**config.mk**
```make
export PLATFORM = sky130hd
export DESIGN_NAME = mmu_resp_sat_cnt
export DESIGN_NICKNAME = d
export VERILOG_FILES = /design/src/rtl/mmu_resp_sat_cnt.sv
export SDC_FILE = /design/constraint.sdc
export NUM_CORES = 1
export LEC_CHECK = 0
export BUFFER_PORTS_ARGS = -buffer_cell sky130_fd_sc_hd__buf_2
export CORE_AREA = 2 2 39 41
export DETAILED_ROUTE_END_ITERATION = 6
export DIE_AREA = 0 0 41 43
export MAX_ROUTING_LAYER = met4
export SLEW_MARGIN = 0
export SYNTH_ARGS = -nofsm -noshare
export SYNTH_HDL_FRONTEND = slang
export SYNTH_SLANG_ARGS = --single-unit
```
**constraint.sdc**
```tcl
create_clock -name clk -period 1.6 [get_ports clk]
set_clock_uncertainty 0.1 [all_clocks]
set_input_delay 0.16 -clock clk [delete_from_list [all_inputs] [get_ports clk]]
set_output_delay 0.16 -clock clk [all_outputs]
set_load 0.005 [all_outputs]
```
**src/rtl/mmu_resp_sat_cnt.sv**
```systemverilog
// Saturating up-counter: holds at all-ones instead of wrapping.
module mmu_resp_sat_cnt #(
   parameter int unsigned W = 8
) (
   input  logic         clk,
   input  logic         rst,
   input  logic         inc,
   output logic [W-1:0] count
);

   always_ff @(posedge clk) begin
      if (rst) begin
         count <= '0;
      end else if (inc && (count != '1)) begin
         count <= count + 1'b1;
      end
   end

endmodule

```
# Yosys cells after proc, flatten, opt, wreduce, memory -nomap -nowiden
# Cells that the tools add are included.
[totals] ff_bits=8 input_bits=3 out_inout_bits=8 wordCells=4
[classes] n_addsub=1 eq_ne=1 reduce_logical=1
[ops] operator="$add 8x1->8 const B" n=1
[ops] operator="$ne 8x8->1 const B" n=1
[ops] operator="$logic_and 1x1->1" n=1

# Longest topological paths before layout
# Gate-level depths: netlist of the first run.
[logic_depth] depth_word=2 depth_mapped=4 mapped_depth_nobuf=4

# Worst setup path after synthesis of the first run
# Ideal clock, no wire load.
[synth_timing] path_kind="reg-to-reg" from="register count[0]" to="register count[0]" setup_ns=0.121 arrival_ns=1.245 required_ns=1.379 setup_slack_ns=0.134 stages_incl_launch_ff=5 path_buffers=0 period_less_slack_ns=1.466 path_cell_list="dfxtp_1 ha_1 and3_4 a21boi_4 mux2_4"
[synth_between] elab_chain_len=2 word_cells_on_any_way=3 cone_classes="1 x add/sub; 1 x eq/ne; 1 x reduce/logical"
[synth_rtl] item="start: declaration" line_no="8" text="output logic [W-1:0] count"
[synth_rtl] item="start signal: assignment" line_no="15" text="count <= count + 1'b1;"
[synth_rtl] item="branches (longest 2 deep; another with $add 8x1->8)"
# Parallel ways; which one is timed is not known.
# A chain may end at the register's enable or synchronous reset.

# Worst setup path after layout of the first run
[layout_timing] from="register count[1]" to="register count[0]"
[layout_between] elab_chain_len=2
[layout_rtl] item="$ne 8x8->1" line_no="14" text="end else if (inc && (count != '1)) begin"
[layout_rtl] item="$logic_and 1x1->1" line_no="14"
# No other way between the ends.

==> metrics.txt, run 1 <==
# TYPE chip_impl_metric gauge
chip_impl_metric{name="core_area",unit="sq um"} 1384
chip_impl_metric{name="finish.net_count",unit=""} 68
chip_impl_metric{name="cts_made_buffers",unit=""} 3
chip_impl_metric{name="cts_htree_levels",unit=""} 1
chip_impl_metric{name="async_reset_ff_share",unit="%"} 0
chip_impl_info{name="cts_tree",value="built"} 1
chip_impl_metric{name="cp_data_arrival_time",unit="ps"} 1550
chip_impl_info{name="post-synth-top-count-cell",value="sky130_fd_sc_hd__dfxtp_1"} 1
chip_impl_metric{name="final_setup_fails",unit=""} 0
chip_impl_metric{name="worst-r2r-setup-slack",unit="ps"} 90
chip_impl_metric{name="grt_antenna_before_repair",unit=""} 0
chip_impl_metric{name="finish.cell_count_without_fillers",unit=""} 78
chip_impl_metric{name="groute.usage.overall",unit="%"} 14.20
chip_impl_metric{name="worstPathRequired",unit="ps"} 1650
chip_impl_metric{name="detail_route.drc_violations",unit=""} 0
chip_impl_metric{name="number_of_inserted_diodes",unit=""} 0
chip_impl_metric{name="slew_violations",unit=""} 0
chip_impl_metric{name="num_vias",unit=""} 411
chip_impl_info{name="crit_path_start",value="count[1]"} 1
chip_impl_metric{name="post_cts_hold_buffer_count",unit=""} 0
chip_impl_metric{name="netlist.area_leader.share",unit="%"} 37.21
chip_impl_info{name="clockRootBuffer",value="sky130_fd_sc_hd__clkbuf_4"} 1
chip_impl_metric{name="synth_enable_flop_cells",unit=""} 0
chip_impl_metric{name="worst_pin_slew",unit="ps"} 220.5
chip_impl_metric{name="hpwl",unit="um"} 709
chip_impl_metric{name="die_height",unit="um"} 43
chip_impl_metric{name="floorplan.rows",unit=""} 14
chip_impl_metric{name="yosys_register_bits",unit=""} 8
chip_impl_info{name="hp-class",value="in -> reg"} 1
chip_impl_metric{name="cellLeakagePower",unit="nW"} 0.2381
chip_impl_metric{name="clock_insertion_delay_worst_skew",unit="ps"} 260
chip_impl_metric{name="dr.pass1.iters",unit=""} 4
chip_impl_info{name="registers.top_by_ff_count",value="count"} 1
chip_impl_metric{name="syn_avg_cell_area",unit="sq um"} 9.357
chip_impl_metric{name="fraction_of_final_layout_cells_sized_beyond_drive_strength_1",unit="%"} 35.48
chip_impl_metric{name="synth.cell_area",unit="sq um"} 430.4
chip_impl_metric{name="grt_start_max_net_pins",unit=""} 9
chip_impl_metric{name="antenna_violating_nets_post_route",unit=""} 0
chip_impl_info{name="run_status",value="finished clean"} 1
chip_impl_metric{name="synth_nets",unit=""} 50
chip_impl_info{name="grt_setup_unrepaired",value="false"} 1
chip_impl_metric{name="min_clock_period_post_route",unit="ps"} 1506
chip_impl_metric{name="synth-seq-area-share",unit="%"} 37.21
chip_impl_metric{name="largest_register_ff_count",unit=""} 8
chip_impl_metric{name="slew_headroom",unit="%"} 85.28
chip_impl_metric{name="clock-sinks",unit=""} 8
chip_impl_metric{name="post_cts_buffers",unit=""} 0
chip_impl_metric{name="gp_routability_congestion",unit=""} 0.7601
chip_impl_metric{name="wl",unit="um"} 990
chip_impl_metric{name="crit_fanout",unit=""} 5
chip_impl_metric{name="post-route-util",unit="%"} 39.15
chip_impl_metric{name="cap_violations",unit=""} 0
chip_impl_metric{name="hold_viol_final",unit=""} 0
chip_impl_metric{name="fin_crit_sh",unit="%"} 94.15
chip_impl_info{name="worstSetupEndpointType",value="flip-flop"} 1
chip_impl_metric{name="power.ir.vdd_worst",unit="uV"} 560.6
chip_impl_metric{name="clkSlewWorstSetupHoldPaths",unit="ps"} 60
chip_impl_metric{name="fp.dieW",unit="um"} 41
chip_impl_info{name="crit-reg2reg-launch",value="count[1]"} 1
chip_impl_metric{name="finalSetupTns",unit="ps"} 0
chip_impl_metric{name="power_density",unit="nW/um^2"} 754.5
chip_impl_metric{name="detailed_router_s_first_iteration_violation_count",unit=""} 11
chip_impl_metric{name="floorplan.die_area",unit="sq um"} 1763
chip_impl_metric{name="first_global_vias",unit=""} 354
chip_impl_metric{name="synth.lib_cells_used.distinct",unit=""} 25
chip_impl_metric{name="initial_utilization",unit="%"} 31.10
chip_impl_metric{name="grt_remaining_overflow",unit=""} 0
chip_impl_metric{name="placed_cells",unit=""} 75
chip_impl_info{name="synth_top_cell_by_area",value="sky130_fd_sc_hd__dfxtp_1"} 1
chip_impl_info{name="netlist_top_cells_count",value="sky130_fd_sc_hd__dfxtp_1, sky130_fd_sc_hd__a21oi_1, sky130_fd_sc_hd__nand2_1"} 1
chip_impl_info{name="ys.flop_type",value="sky130_fd_sc_hd__dfxtp_1"} 1
chip_impl_info{name="yosys-top-cells-area",value="sky130_fd_sc_hd__dfxtp_1, sky130_fd_sc_hd__a21oi_1, sky130_fd_sc_hd__a21boi_4"} 1
chip_impl_metric{name="routed_wire_length_per_instance",unit="um"} 12.69
chip_impl_metric{name="viasPerCell",unit=""} 5.269
chip_impl_metric{name="finalWorstSetupSlack",unit="ps"} 93.56
chip_impl_metric{name="dp_worst_setup_slack",unit="ps"} 111.7
chip_impl_info{name="setup.worst_path.class",value="reg -> reg"} 1
chip_impl_metric{name="cts_repair_resizes",unit=""} 0
chip_impl_metric{name="placement.io_buffers",unit=""} 10
chip_impl_info{name="critical_path.startpoint_type",value="flip-flop"} 1
chip_impl_metric{name="timing.fmax",unit="MHz"} 663.8
chip_impl_metric{name="grt_first_pass_wirelength",unit="um"} 1614
chip_impl_metric{name="syn_to_final_growth",unit="%"} 25.87
chip_impl_info{name="top_regs",value="count x8"} 1
chip_impl_metric{name="synthCells",unit=""} 46
chip_impl_metric{name="clock_tree.buffer_depth",unit=""} 2
chip_impl_metric{name="io-pin-count",unit=""} 11
chip_impl_info{name="min_from",value="rst"} 1
chip_impl_metric{name="synth_warnings",unit=""} 0
==> cell usage in the layout (no fill, tap or decap), drive strengths merged, types with 2 or more instances in the layout <==
master  instances
a211oi          2
a21boi          2
a21oi           5
and4            2
buf            14
clkbuf          3
dfxtp           8
nand2           5
nand3           2
nand4           2
nor3            2
o21bai          2
==> kinds of logic after synthesis <==
group           synth area share [%]
fa+ha+maj                      2.907
simple gates                   24.71
flops                          37.21
compound gates                 25.87
mux                            5.813
buf+inv                        3.487
==> power by group <==
group	total (W)	switching [W]	internal (W)	leakage, nW
Clock	0.000163	0.0000762	0.0000864	0.0138
Sequential	0.000209	0.00000470	0.000204	0.0648
Combinational	0.0000371	0.0000180	0.0000192	0.159
==> layer usage <==
| layer | wire length [um] | global-route usage (%) |
|---|---|---|
| met5 | 0 | - |
| met4 | 14 | 6.000 |
| met3 | 61 | 7.853 |
| met2 | 456 | 18.44 |
| met1 | 458 | 17.68 |
==> metrics by stage <==
| stage | cell area (sq um) | total power [W] | hold slack, ps |
|---|---|---|---|
| final | 541.8 | 0.0004088 | 74.07 |
| after global routing | 541.8 | 0.0004296 | 72.26 |
| after CTS | 541.8 | 0.0004137 | 67.40 |
| after detailed placement | 519.2 | 0.0002506 | 342.7 |
| after global placement | 519.2 | 0.0002507 | 345.4 |
| after floorplan | 430.4 | 0.0002324 | 132.1 |
==> cell type report <==
class / instances / area, sq um
multi-input combinational: 36 / 255.2
inverter: 1 / 3.754
fill: 146 / 842.1
timing repair buffer: 14 / 80.08
sequential: 8 / 160.2
clock buffer: 3 / 22.52
tap: 16 / 20.02
==> path summary, 6_finish.rpt <==
path,endpoint,depth (start not counted)
min reg2reg,count[5],1
max,count[0],4
max reg2reg,count[0],4
min,count[7],2
==> worst max-delay path, cell delays in order (launching register included) <==
cell and delay [ps]:
sky130_fd_sc_hd__dfxtp_1 340, sky130_fd_sc_hd__ha_1 250, sky130_fd_sc_hd__and3_4 220, sky130_fd_sc_hd__a21boi_4 180, sky130_fd_sc_hd__mux2_4 310
(Power assumes the default switching activity.)
==> inputs of run 2 (changes only) <==
==> constraint.sdc (replaced) <==
create_clock -name clk -period 1.2 [get_ports clk]
set_clock_uncertainty 0.1 [all_clocks]
set_input_delay 0.12 -clock clk [delete_from_list [all_inputs] [get_ports clk]]
set_output_delay 0.12 -clock clk [all_outputs]
set_load 0.005 [all_outputs]
==> metrics.txt, run 2 (synthesis gave the netlist of run 1 again) <==
# TYPE chip_impl_metric gauge
chip_impl_info{name="run_status",value="complete, but fails checks"} 1
chip_impl_info{name="failed_checks",value="setup timing"} 1
chip_impl_info{name="clockRootBuffer",value="sky130_fd_sc_hd__clkbuf_4"} 1
chip_impl_info{name="min_from",value="rst"} 1
chip_impl_metric{name="wl",unit="um"} 1081
chip_impl_metric{name="core_area",unit="sq um"} 1384
chip_impl_metric{name="floorplan.rows",unit=""} 14
chip_impl_metric{name="initial_utilization",unit="%"} 31.10
chip_impl_metric{name="dp_worst_setup_slack",unit="ps"} -133.9
chip_impl_info{name="crit-reg2reg-launch",value="count[0]"} 1
chip_impl_metric{name="largest_register_ff_count",unit=""} 8
chip_impl_metric{name="post-route-util",unit="%"} 46.47
chip_impl_metric{name="slew_violations",unit=""} 0
chip_impl_metric{name="finalWorstSetupSlack",unit="ps"} -133.2
chip_impl_metric{name="timing.fmax",unit="MHz"} 750.1
chip_impl_metric{name="worstPathRequired",unit="ps"} 1240
chip_impl_metric{name="cellLeakagePower",unit="nW"} 0.2847
chip_impl_metric{name="cts_htree_levels",unit=""} 1
chip_impl_metric{name="hold_path_depth",unit=""} 2
chip_impl_metric{name="cap_violations",unit=""} 0
chip_impl_metric{name="switchingPower",unit="W"} 0.0001320
chip_impl_info{name="worstSetupEndpointType",value="flip-flop"} 1
chip_impl_metric{name="groute.usage.overall",unit="%"} 16.48
chip_impl_metric{name="placed_cells",unit=""} 82
chip_impl_info{name="regToRegEndpoint",value="count[0]"} 1
chip_impl_metric{name="gp_routability_congestion",unit=""} 0.7866
chip_impl_metric{name="power.combinational.fraction",unit="%"} 12.0
chip_impl_metric{name="grt_antenna_before_repair",unit=""} 0
chip_impl_metric{name="hpwl",unit="um"} 860.4
chip_impl_metric{name="worst-r2r-setup-slack",unit="ps"} -130
chip_impl_metric{name="min_clock_period_post_route",unit="ps"} 1333
chip_impl_metric{name="die_height",unit="um"} 43
chip_impl_metric{name="clock_insertion_delay_worst_skew",unit="ps"} 250
chip_impl_metric{name="multiInputGateArea",unit="sq um"} 294.0
chip_impl_metric{name="syn_to_final_growth",unit="%"} 49.42
chip_impl_info{name="setup.worst_path.class",value="reg -> reg"} 1
chip_impl_metric{name="detailed_router_s_first_iteration_violation_count",unit=""} 3
chip_impl_metric{name="final_cell_area",unit="sq um"} 643.1
chip_impl_metric{name="clock_power_share",unit="%"} 37.4
chip_impl_metric{name="post_cts_hold_buffer_count",unit=""} 0
chip_impl_metric{name="grt_remaining_overflow",unit=""} 0
chip_impl_info{name="registers.top_by_ff_count",value="count"} 1
chip_impl_metric{name="placed_cell_area",unit="sq um"} 589.3
chip_impl_metric{name="reg2reg_depth",unit=""} 4
chip_impl_metric{name="cts_made_buffers",unit=""} 3
chip_impl_metric{name="dr.pass1.iters",unit=""} 3
chip_impl_metric{name="fraction_of_final_layout_cells_sized_beyond_drive_strength_1",unit="%"} 56.52
chip_impl_metric{name="placement.io_buffers",unit=""} 10
chip_impl_metric{name="io-pin-count",unit=""} 11
chip_impl_metric{name="viasPerCell",unit=""} 5.247
chip_impl_info{name="critical_path.startpoint_type",value="flip-flop"} 1
chip_impl_metric{name="grt_start_max_net_pins",unit=""} 9
chip_impl_info{name="hp-class",value="in -> reg"} 1
chip_impl_info{name="top_regs",value="count x8"} 1
chip_impl_metric{name="internal-power",unit="W"} 0.0004253
chip_impl_metric{name="power_density",unit="nW/um^2"} 866.5
chip_impl_info{name="final_cell_mix",value="sky130_fd_sc_hd__buf_2, sky130_fd_sc_hd__buf_4, sky130_fd_sc_hd__a21oi_1, sky130_fd_sc_hd__nand2_1, sky130_fd_sc_hd__dfxtp_2"} 1
chip_impl_metric{name="worst_pin_slew",unit="ps"} 197.0
chip_impl_metric{name="detail_route.drc_violations",unit=""} 0
chip_impl_metric{name="grt_first_pass_wirelength",unit="um"} 1883
chip_impl_metric{name="routed_wire_length_per_instance",unit="um"} 12.72
chip_impl_metric{name="power.switching_fraction",unit="%"} 23.68
chip_impl_metric{name="clock-sinks",unit=""} 8
chip_impl_metric{name="number_of_inserted_diodes",unit=""} 0
chip_impl_metric{name="antenna_violating_nets_post_route",unit=""} 0
chip_impl_metric{name="num_vias",unit=""} 446
chip_impl_metric{name="fin_crit_sh",unit="%"} 111.1
chip_impl_metric{name="fp.dieW",unit="um"} 41
chip_impl_info{name="cts_tree",value="built"} 1
chip_impl_metric{name="pwr-share-seq",unit="%"} 50.6
chip_impl_metric{name="finish.cell_count_without_fillers",unit=""} 85
chip_impl_metric{name="cp_data_arrival_time",unit="ps"} 1380
chip_impl_info{name="grt_setup_unrepaired",value="true"} 1
chip_impl_metric{name="hold_viol_final",unit=""} 0
chip_impl_metric{name="layout.area.seq",unit="sq um"} 166.4
chip_impl_metric{name="fill_cells",unit=""} 147
chip_impl_metric{name="first_global_vias",unit=""} 438
chip_impl_metric{name="slew_headroom",unit="%"} 86.79
chip_impl_metric{name="finalSetupTns",unit="ps"} -257.7
chip_impl_metric{name="clkSlewWorstSetupHoldPaths",unit="ps"} 50
chip_impl_metric{name="floorplan.die_area",unit="sq um"} 1763
chip_impl_info{name="hold_path_end",value="count[2]"} 1
chip_impl_metric{name="finish.net_count",unit=""} 75
chip_impl_metric{name="final_setup_fails",unit=""} 4
chip_impl_metric{name="clock_tree.buffer_depth",unit=""} 2
chip_impl_metric{name="crit_fanout",unit=""} 3
chip_impl_metric{name="power.ir.vdd_worst",unit="uV"} 533.9
[run 2: changes by cell type in the layout (fill, tap and decap cells not counted), moves of 2 or more]
cell | previous run | this run
sky130_fd_sc_hd__dfxtp_1 | 8 | 3
sky130_fd_sc_hd__buf_4 | 4 | 10
sky130_fd_sc_hd__and4_4 | 0 | 2
sky130_fd_sc_hd__dfxtp_2 | 0 | 5
sky130_fd_sc_hd__and4_1 | 2 | 0
[run 2: power by group through the flow]
stage	Combinational, W	Sequential, W	Clock, W
floorplan	0.0000253	0.000291	0
global placement	0.0000625	0.000286	0
detailed placement	0.0000630	0.000286	0
CTS	0.0000673	0.000282	0.000215
global route	0.0000775	0.000283	0.000236
finish	0.0000669	0.000282	0.000209
[run 2: how the worst max path moves through the flow]
stage | endpoint | cells past startpoint | startpoint
2_1_floorplan | count[0] | 4 | count[1]
3_5_place_dp | count[0] | 4 | count[1]
4_1_cts | count[0] | 4 | count[1]
5_1_grt | count[0] | 4 | count[1]
6_report | count[0] | 4 | count[0]
3_3_place_gp | count[0] | 4 | count[1]
[run 2: per-stage QoR]
step                      hold slack, ps   power, W
final                              45.69  0.0005572
after global routing               56.24  0.0005965
after CTS                          23.48  0.0005641
after detailed placement           294.2  0.0003494
after global placement             293.9  0.0003486
after floorplan                    92.14  0.0003158
[run 2: routing by layer]
metal / up-vias / GRT usage (%) / routed length, um
li1: 226 / - / -
met1: 205 / 20.65 / 505
met2: 13 / 22.50 / 505
met3: 2 / 4.712 / 45
met4: 0 / 10.00 / 24
met5: - / - / 0
[run 2: layout make-up]
| class | instances | area share (%) |
|---|---|---|
| inverter | 1 | 0.5837 |
| multi-input combinational | 36 | 45.72 |
| sequential | 8 | 25.88 |
| clock buffer | 3 | 3.502 |
| tap | 16 | 3.113 |
| timing repair buffer | 21 | 21.21 |
[run 2: critical path: stages (launching register included)]
cell and delay [ps]:
sky130_fd_sc_hd__dfxtp_2 330, sky130_fd_sc_hd__ha_4 150, sky130_fd_sc_hd__and3_4 190, sky130_fd_sc_hd__a21boi_4 140, sky130_fd_sc_hd__mux2_4 310
[run 2: what timing repair did]
action,4_1_cts,5_1_grt
gates resized for setup,6,3
setup buffers,0,0
setup endpoints to repair,7,8
pin swaps,1,2
==> inputs of run 3 (changes only) <==
--- a/config.mk
+++ b/config.mk
@@ -5,7 +5,7 @@
 export SDC_FILE = /design/constraint.sdc
 export NUM_CORES = 1
 export LEC_CHECK = 0
-export BUFFER_PORTS_ARGS = -buffer_cell sky130_fd_sc_hd__buf_2
+export BUFFER_PORTS_ARGS = -buffer_cell sky130_fd_sc_hd__buf_4
 export CORE_AREA = 2 2 39 41
 export DETAILED_ROUTE_END_ITERATION = 6
 export DIE_AREA = 0 0 41 43
==> metrics.txt, run 3 (synthesis gave the netlist of run 1 again) <==
# TYPE chip_impl_metric gauge
chip_impl_info{name="crit_path_start",value="count[1]"} 1
chip_impl_metric{name="timing.fmax",unit="MHz"} 745.0
chip_impl_metric{name="num_vias",unit=""} 449
chip_impl_metric{name="dr.pass1.iters",unit=""} 1
chip_impl_metric{name="fill_cells",unit=""} 142
chip_impl_info{name="crit-reg2reg-launch",value="count[1]"} 1
chip_impl_metric{name="detailed_route_wirelength_on_metal3",unit="um"} 57
chip_impl_metric{name="path_depth",unit=""} 4
chip_impl_metric{name="grt_remaining_overflow",unit=""} 0
chip_impl_metric{name="routed_wire_length_per_instance",unit="um"} 13.07
chip_impl_metric{name="power.switching_fraction",unit="%"} 24.35
chip_impl_metric{name="power_density",unit="nW/um^2"} 855.5
chip_impl_metric{name="floorplan.rows",unit=""} 14
chip_impl_info{name="top_regs",value="count x8"} 1
chip_impl_info{name="registers.top_by_ff_count",value="count"} 1
chip_impl_metric{name="cts_made_buffers",unit=""} 3
chip_impl_info{name="crit_path_end",value="count[0]"} 1
chip_impl_metric{name="gp_routability_congestion",unit=""} 0.7544
chip_impl_metric{name="slew_violations",unit=""} 0
chip_impl_metric{name="worst-r2r-setup-slack",unit="ps"} -140
chip_impl_metric{name="hpwl",unit="um"} 782.7
chip_impl_metric{name="cap_violations",unit=""} 0
chip_impl_metric{name="initial_utilization",unit="%"} 31.10
chip_impl_info{name="grt_setup_unrepaired",value="true"} 1
chip_impl_metric{name="grt_antenna_before_repair",unit=""} 0
chip_impl_metric{name="wl",unit="um"} 1137
chip_impl_metric{name="finalWorstSetupSlack",unit="ps"} -142.3
chip_impl_metric{name="largest_register_ff_count",unit=""} 8
chip_impl_metric{name="groute.usage.overall",unit="%"} 16.39
chip_impl_info{name="clockRootBuffer",value="sky130_fd_sc_hd__clkbuf_4"} 1
chip_impl_metric{name="clock_power_share",unit="%"} 38.3
chip_impl_info{name="timing.critical_path.cells",value="ha_4, and3_4, a21boi_4, mux2_4"} 1
chip_impl_metric{name="power.combinational.fraction",unit="%"} 12.6
chip_impl_metric{name="detailed_router_s_first_iteration_violation_count",unit=""} 0
chip_impl_metric{name="io-pin-count",unit=""} 11
chip_impl_metric{name="switchingPower",unit="W"} 0.0001389
chip_impl_info{name="setup.worst_path.class",value="reg -> reg"} 1
chip_impl_metric{name="post-route-util",unit="%"} 48.19
chip_impl_metric{name="multiInputGateArea",unit="sq um"} 280.3
chip_impl_metric{name="viasPerCell",unit=""} 5.161
chip_impl_metric{name="cts_htree_levels",unit=""} 1
chip_impl_metric{name="syn_to_final_growth",unit="%"} 54.94
chip_impl_info{name="run_status",value="complete, but fails checks"} 1
chip_impl_metric{name="clkSlewWorstSetupHoldPaths",unit="ps"} 60
chip_impl_metric{name="detailed_routing_wirelength_on_met1",unit="um"} 499
chip_impl_metric{name="worst_pin_slew",unit="ps"} 197.8
chip_impl_metric{name="cp_data_arrival_time",unit="ps"} 1390
chip_impl_metric{name="worst_hold_slack_across_all_endpoints",unit="ps"} 69.09
chip_impl_metric{name="slew_headroom",unit="%"} 86.73
chip_impl_metric{name="dr_wl_met2",unit="um"} 534
chip_impl_metric{name="fp.dieW",unit="um"} 41
chip_impl_metric{name="fraction_of_final_layout_cells_sized_beyond_drive_strength_1",unit="%"} 53.52
chip_impl_metric{name="finalSetupTns",unit="ps"} -245.4
chip_impl_metric{name="path_buf_inv",unit=""} 0
chip_impl_metric{name="clock_tree.buffer_depth",unit=""} 2
chip_impl_info{name="cts_tree",value="built"} 1
chip_impl_metric{name="number_of_inserted_diodes",unit=""} 0
chip_impl_metric{name="finish.net_count",unit=""} 77
chip_impl_metric{name="crit_fanout",unit=""} 3
chip_impl_info{name="final_cell_mix",value="sky130_fd_sc_hd__buf_4, sky130_fd_sc_hd__nand2_1, sky130_fd_sc_hd__a21oi_1, sky130_fd_sc_hd__dfxtp_2, sky130_fd_sc_hd__dfxtp_1"} 1
chip_impl_metric{name="floorplan.die_area",unit="sq um"} 1763
chip_impl_metric{name="hold_viol_final",unit=""} 0
chip_impl_metric{name="core_area",unit="sq um"} 1384
chip_impl_info{name="mostFrequentLayoutCell",value="sky130_fd_sc_hd__buf_4"} 1
chip_impl_info{name="critical_path.startpoint_type",value="flip-flop"} 1
chip_impl_info{name="worstSetupEndpointType",value="flip-flop"} 1
chip_impl_metric{name="die_height",unit="um"} 43
chip_impl_metric{name="placed_cells",unit=""} 83
chip_impl_metric{name="pwr-share-seq",unit="%"} 49.1
chip_impl_metric{name="worstPathRequired",unit="ps"} 1250
chip_impl_metric{name="grt_first_pass_wirelength",unit="um"} 1794
chip_impl_metric{name="placement.io_buffers",unit=""} 10
chip_impl_info{name="regToRegEndpoint",value="count[0]"} 1
chip_impl_metric{name="final_setup_fails",unit=""} 4
chip_impl_metric{name="detail_route.drc_violations",unit=""} 0
chip_impl_metric{name="clock_insertion_delay_worst_skew",unit="ps"} 260
chip_impl_metric{name="clock-sinks",unit=""} 8
chip_impl_metric{name="timing.critical_path.slowest_cell_delay",unit="ps"} 330
chip_impl_metric{name="post_cts_buffers",unit=""} 0
chip_impl_metric{name="min_clock_period_post_route",unit="ps"} 1342
chip_impl_metric{name="power.ir.vdd_worst",unit="uV"} 370.4
chip_impl_metric{name="finish.cell_count_without_fillers",unit=""} 87
chip_impl_metric{name="fin_crit_sh",unit="%"} 111.9
chip_impl_metric{name="cellLeakagePower",unit="nW"} 0.2897
chip_impl_metric{name="reg2reg_depth",unit=""} 4
chip_impl_info{name="critPathSlowestCell",value="sky130_fd_sc_hd__dfxtp_2"} 1
chip_impl_info{name="failed_checks",value="setup timing"} 1
chip_impl_metric{name="grt_start_max_net_pins",unit=""} 8
chip_impl_metric{name="layout.area.seq",unit="sq um"} 165.2
chip_impl_metric{name="first_global_vias",unit=""} 425
chip_impl_info{name="cpLargestDelayFamily",value="flip-flops"} 1
chip_impl_metric{name="antenna_violating_nets_post_route",unit=""} 0
chip_impl_info{name="min_from",value="rst"} 1
chip_impl_metric{name="internal-power",unit="W"} 0.0004316
chip_impl_info{name="maxUsedRoutingLayer",value="met4"} 1
chip_impl_info{name="hp-class",value="in -> reg"} 1
## run 3: cell count changes in the layout (fill, tap and decap cells not counted), sizes merged
| cell | before | now |
|---|---|---|
| dlygate4sd3 | 0 | 1 |
| buf | 21 | 22 |
## run 3: through the flow
step | total power, W | setup WS, ps | area [sq um]
floorplan | 0.0003158 | -151.4 | 447.9
global placement | 0.0003550 | -120.4 | 621.8
detailed placement | 0.0003548 | -133.5 | 621.8
CTS | 0.0005800 | -141.9 | 661.9
global route | 0.0006054 | -169.1 | 666.9
finish | 0.0005706 | -142.3 | 666.9
## run 3: repair_timing
item	in CTS	in global routing
pin swaps	1	2
hold endpoints to repair	3	0
setup endpoints to repair	6	7
cloned	0	0
gates resized for setup	3	2
hold buffers	1	0
## run 3: cell type report
cell class | count | area share (%)
inverters | 1 | 0.5629
repair buffers | 23 | 26.27
flip-flops and latches | 8 | 24.77
clock buffers | 3 | 3.377
well taps | 16 | 3.002
multi-input cells | 36 | 42.03
## run 3: power by group through the flow
stage	sequential (W)	clock [W]	combinational, W
global placement	0.000286	0	0.0000688
CTS	0.000280	0.000227	0.0000728
finish	0.000280	0.000218	0.0000719
floorplan	0.000291	0	0.0000253
detailed placement	0.000286	0	0.0000685
global route	0.000281	0.000242	0.0000818
## run 3: routing by layer
| metal | track usage, % | vias up |
|---|---|---|
| li1 | - | 229 |
| met1 | 18.77 | 203 |
| met2 | 22.19 | 12 |
| met3 | 4.712 | 5 |
| met4 | 14.00 | 0 |
| met5 | - | - |
## run 3: worst min path at each step
stage                     endpoint  cells past startpoint
final                     count[3]                      3
after global routing      count[3]                      3
after CTS                 count[3]                      3
after detailed placement  count[5]                      2
after global placement    count[7]                      2
after floorplan           count[7]                      1
## run 3: tightest hold or removal path, delay by kind of cell
kind | cells | cell delay, ps
buffers and inverters | 1 | 110
and+or+nand+nor | 1 | 110
AOI/OAI and AO/OA | 1 | 50
